## config.mk

```make
export PLATFORM = sky130hd
export DESIGN_NAME = per_meas_ctrl
export DESIGN_NICKNAME = d
export VERILOG_FILES = /design/src/rtl/per_meas_ctrl.sv
export SDC_FILE = /design/constraint.sdc
export NUM_CORES = 1
export LEC_CHECK = 0
export BUFFER_PORTS_ARGS = -buffer_cell sky130_fd_sc_hd__buf_4
export CAP_MARGIN = 20
export CORE_MARGIN = 10
export CORE_UTILIZATION = 51
export DETAILED_ROUTE_END_ITERATION = 10
export PLACE_DENSITY = 0.8
export SYNTH_ARGS = -nofsm -noshare
export SYNTH_HDL_FRONTEND = slang
export SYNTH_SLANG_ARGS = --single-unit
```

## constraint.sdc

```tcl
create_clock -name clk -period 2.35 [get_ports clk]
set_input_delay 0.3525 -clock clk [delete_from_list [all_inputs] [get_ports clk]]
set_output_delay 0.3525 -clock clk [all_outputs]
set_load 0.1 [all_outputs]
```

## src/rtl/per_meas_ctrl.sv

```systemverilog
`default_nettype none
// ============================================================================
// Module      : per_meas_ctrl
// Description : Sequences an external 9-bit period counter to time the
//               interval between synchronized rising edges of sig_in.
// Revision    : 1.0 - initial release
// ============================================================================
module per_meas_ctrl (
    input  logic       clk,
    input  logic       rst_n,
    input  logic       en,
    input  logic       sig_in,
    input  logic [8:0] period,
    input  logic       vld_ack,
    output logic       clr_period,
    output logic [8:0] meas_period,
    output logic       meas_vld,
    output logic       ovfl
);

    localparam logic [1:0] C_IDLE    = 2'd0;
    localparam logic [1:0] C_ARM     = 2'd1;
    localparam logic [1:0] C_MEAS    = 2'd2;
    localparam logic [8:0] C_PER_MAX = 9'h1FF;

    logic [1:0] r_state;
    logic [1:0] w_next_state;
    logic       r_s1;
    logic       r_s2;
    logic       r_s3;
    logic       w_rise;
    logic       w_at_max;
    logic       w_capture;
    logic       w_ovf_evt;

    // Two flops for metastability, third for edge detection.
    always_ff @(posedge clk or negedge rst_n) begin
        if (!rst_n) begin
            r_s1 <= 1'b0;
            r_s2 <= 1'b0;
            r_s3 <= 1'b0;
        end else begin
            r_s1 <= sig_in;
            r_s2 <= r_s1;
            r_s3 <= r_s2;
        end
    end

    assign w_rise   = r_s2 & ~r_s3;
    assign w_at_max = (period == C_PER_MAX);

    always_ff @(posedge clk or negedge rst_n) begin
        if (!rst_n) begin
            r_state <= C_IDLE;
        end else begin
            r_state <= w_next_state;
        end
    end

    always_comb begin
        w_next_state = r_state;
        if (!en) begin
            w_next_state = C_IDLE;
        end else begin
            case (r_state)
                C_IDLE:  w_next_state = C_ARM;
                C_ARM:   if (w_rise) w_next_state = C_MEAS;
                C_MEAS:  if (w_at_max) w_next_state = C_ARM;
                default: w_next_state = C_IDLE;
            endcase
        end
    end

    // A full-scale count is an overflow even when a rise lands on it.
    always_comb begin
        clr_period = 1'b1;
        w_capture  = 1'b0;
        w_ovf_evt  = 1'b0;
        if (r_state == C_MEAS) begin
            clr_period = w_rise;
            w_ovf_evt  = en & w_at_max;
            w_capture  = en & w_rise & ~w_at_max;
        end
    end

    always_ff @(posedge clk or negedge rst_n) begin
        if (!rst_n) begin
            meas_period <= 9'h000;
            meas_vld    <= 1'b0;
            ovfl        <= 1'b0;
        end else begin
            if (w_capture) begin
                meas_period <= period + 9'd1;
            end
            if (w_capture) begin
                meas_vld <= 1'b1;
            end else if (vld_ack) begin
                meas_vld <= 1'b0;
            end
            if (w_ovf_evt) begin
                ovfl <= 1'b1;
            end else if (vld_ack) begin
                ovfl <= 1'b0;
            end
        end
    end

endmodule
`default_nettype wire
```

==> flow_summary_export.csv <==
group,metric,value,unit
pwr,powerDensity,800,nW/µm²
route,wl_per_cell,15.9,µm
yosys,synth.top_cell.area_share,0.518,
clock_tree,htreeDepth,1,
timing,min_period,1.78,ns
yosys,synth_cell_types,24,
worst_hold_path,worstHoldPathCells,1,
yosys,synth_fp_nets,81,
timing,relSlewSlack,0.813,
route,vias,600,
grt,grt_antenna_before_repair,0,
finish,layout.nets,111,
clock_tree,cts.clk_slew.worst_paths,0.09,ns
timing,slew_viol_final,0,
timing,rsz0062_at_grt,"no",
run,cap_violations,0,
place,place_congestion,0.760,
grt,grt_pass1_wl,2.91,mm
timing,finalCritPeriodShare,0.759,
yosys,avgSynthCellArea,11.9,µm²
route,first_pass_iters,4,
yosys,ys_ff_latch,16,
critical_path,r2r_setup_slack,0.87,ns
place,post-dp-hpwl,1.43,mm
timing,setup-violations-final,0,
clock_tree,clockBufferDepth,2,
finish,final_cell_mix,"buf_4, dfrtp_1, a21oi_1",
critical_path,worstSetupStartpointType,"input port",
yosys,syn_area,773,µm²
critical_path,critical_path_class,"in -> reg",
yosys,ys_seq_area_frac,0.518,
finish,layout_commonest_cell,"buf_4",
die,die_area,3470,µm²
pwr,p_leak,0.484,nW
timing,finalHoldViolations,0,
timing,max_freq,561,MHz
finish,fillerInstances,114,
grt,grt_overflow_total,0,
timing,holdWs,0.170,ns
grt,grt_max_degree,17,
finish,antenna_cells,0,
finish,syn2layout_area_growth,30.1,%
yosys,yosysWarnings,0,
route,ant_nets,0,
yosys,netlist_top_cells_area,"dfrtp_1, mux2_4, xnor2_1, a21oi_1, a31oi_1",
route,via_per_inst,5.50,
critical_path,cp.required,2.53,ns
pwr,p_total,0.805,mW
die,row_count,13,
timing,skew,0.00174,ns
route,drc,0,
clock_tree,cts_tree,"yes",
clock_tree,clk_latency,0.28,ns
clock_tree,cts.sinks,16,
die,core_area,1370,µm²
critical_path,reg2regPathDepth,3,
worst_hold_path,min_to,"r_s1$_DFF_PN0_",
worst_hold_path,min_from,"sig_in",
clock_tree,numCtsBuffers,3,
grt,gr-usage-all-layers,0.107,
critical_path,setup.worst_path.start,"period[0]",
timing,finalSetupTns,0,ns
critical_path,path_max_fanout,10,
run_status,outcome,"complete, no violations",
worst_hold_path,min_path_type,"in -> reg",
finish,drive_gt1_frac,0.383,
critical_path,r2r_end,"meas_period[4]$_DFFE_PN0P_",
critical_path,end_kind,"flop",
die,ios,26,
route,drt_iter0_markers,12,
place,pre_cts_ws,0.263,ns
clock_tree,cts_setup_buffers,0,
place,portBuffers,25,
pwr,ir_drop,0.506,mV
timing,setup_ws,0.567,ns
grt,grt_pass1_vias,651,
critical_path,arrival,1.96,ns
critical_path,rr_startpoint,"r_state[0]$_DFFE_PN0P_",
yosys,yosysTopAreaCell,"dfrtp_1",
yosys,synthCells,65,
timing,tightest_slew,0.283,ns
die,die_h,58.9,µm
die,die_x,58.9,µm
route,wl,1.73,mm
die,initial_utilization,0.566,
clock_tree,clockRootBuffer,"clkbuf_4",
through the flow:
stage,cell area [µm²],instances,util
2_1_floorplan,773,65,-
3_3_place_gp,960,104,0.702
3_5_place_dp,960,104,0.702
4_1_cts,1010,109,0.736
5_1_grt,1010,109,0.736
6_report,1010,109,0.736
kinds of logic (layout without fill, tap and decap cells):
kind of cell    count (synthesis)  after routing  synth area share
simple gates                   20             20             0.170
mux                             5              5            0.0906
fa+ha+maj                       2              2            0.0324
compound gates                 15             15             0.115
xor+xnor                        3              3            0.0340
buf+inv                         4             33            0.0405
flops                          16             16             0.518
how the worst max path moves through the flow:
stage,to
floorplan,meas_period[1]$_DFFE_PN0P_
global placement,meas_period[1]$_DFFE_PN0P_
detailed placement,meas_period[4]$_DFFE_PN0P_
CTS,meas_period[4]$_DFFE_PN0P_
global route,meas_period[4]$_DFFE_PN0P_
finish,meas_period[4]$_DFFE_PN0P_
cell type report:
cell class,count,area [µm²],area share
multi-input combinational,45,342,0.340
clock buffer,4,36.3,0.0361
sequential,16,400,0.398
timing repair buffer,26,198,0.197
inverter,3,11.3,0.0112
tap,15,18.8,0.0187
synth_stat cells:
library cell / instances
a21o_1: 1
a21oi_1: 5
a31oi_1: 4
a32o_1: 1
and2_1: 1
and2_4: 1
and3b_4: 1
buf_12: 1
dfrtp_1: 16
ha_1: 2
inv_1: 3
mux2_4: 4
mux2i_1: 1
nand2_1: 2
nand2b_1: 1
nand3_1: 4
nand4_1: 1
nor2_1: 2
nor2b_1: 3
nor3b_4: 1
o21ai_0: 3
o22ai_1: 1
or3_1: 3
xnor2_1: 3
power by group:
group          total (mW)  switching, mW  leakage (nW)  internal [mW]
Combinational       0.304          0.228         0.258         0.0761
Sequential          0.322         0.0187         0.205          0.303
Clock               0.179         0.0852        0.0210         0.0942
flip-flops by register name, indices dropped and copies added, names as in the netlist:
register     cells
r_s2             1
ovfl             1
r_state          2
r_s3             1
r_s1             1
meas_period      9
meas_vld         1
layer usage:
metal	GRT usage	routed length [µm]
met1	0.121	731
met2	0.177	886
met3	0.0343	102
met4	0.0492	8
met5	0	0
worst max-delay path: stages:
cell,delay [ns]
buf_4,0.12
ha_1,0.23
nand3_1,0.09
nor2_1,0.04
ha_1,0.23
nor3b_4,0.28
and2_4,0.29
mux2_4,0.31
what timing repair did:
| item | 4_1_cts | 5_1_grt |
|---|---|---|
| resized for setup | 0 | 0 |
| hold endpoints to repair | 16 | 0 |
| hold buffers | 1 | 0 |
Power figures use the tool's default switching activity.
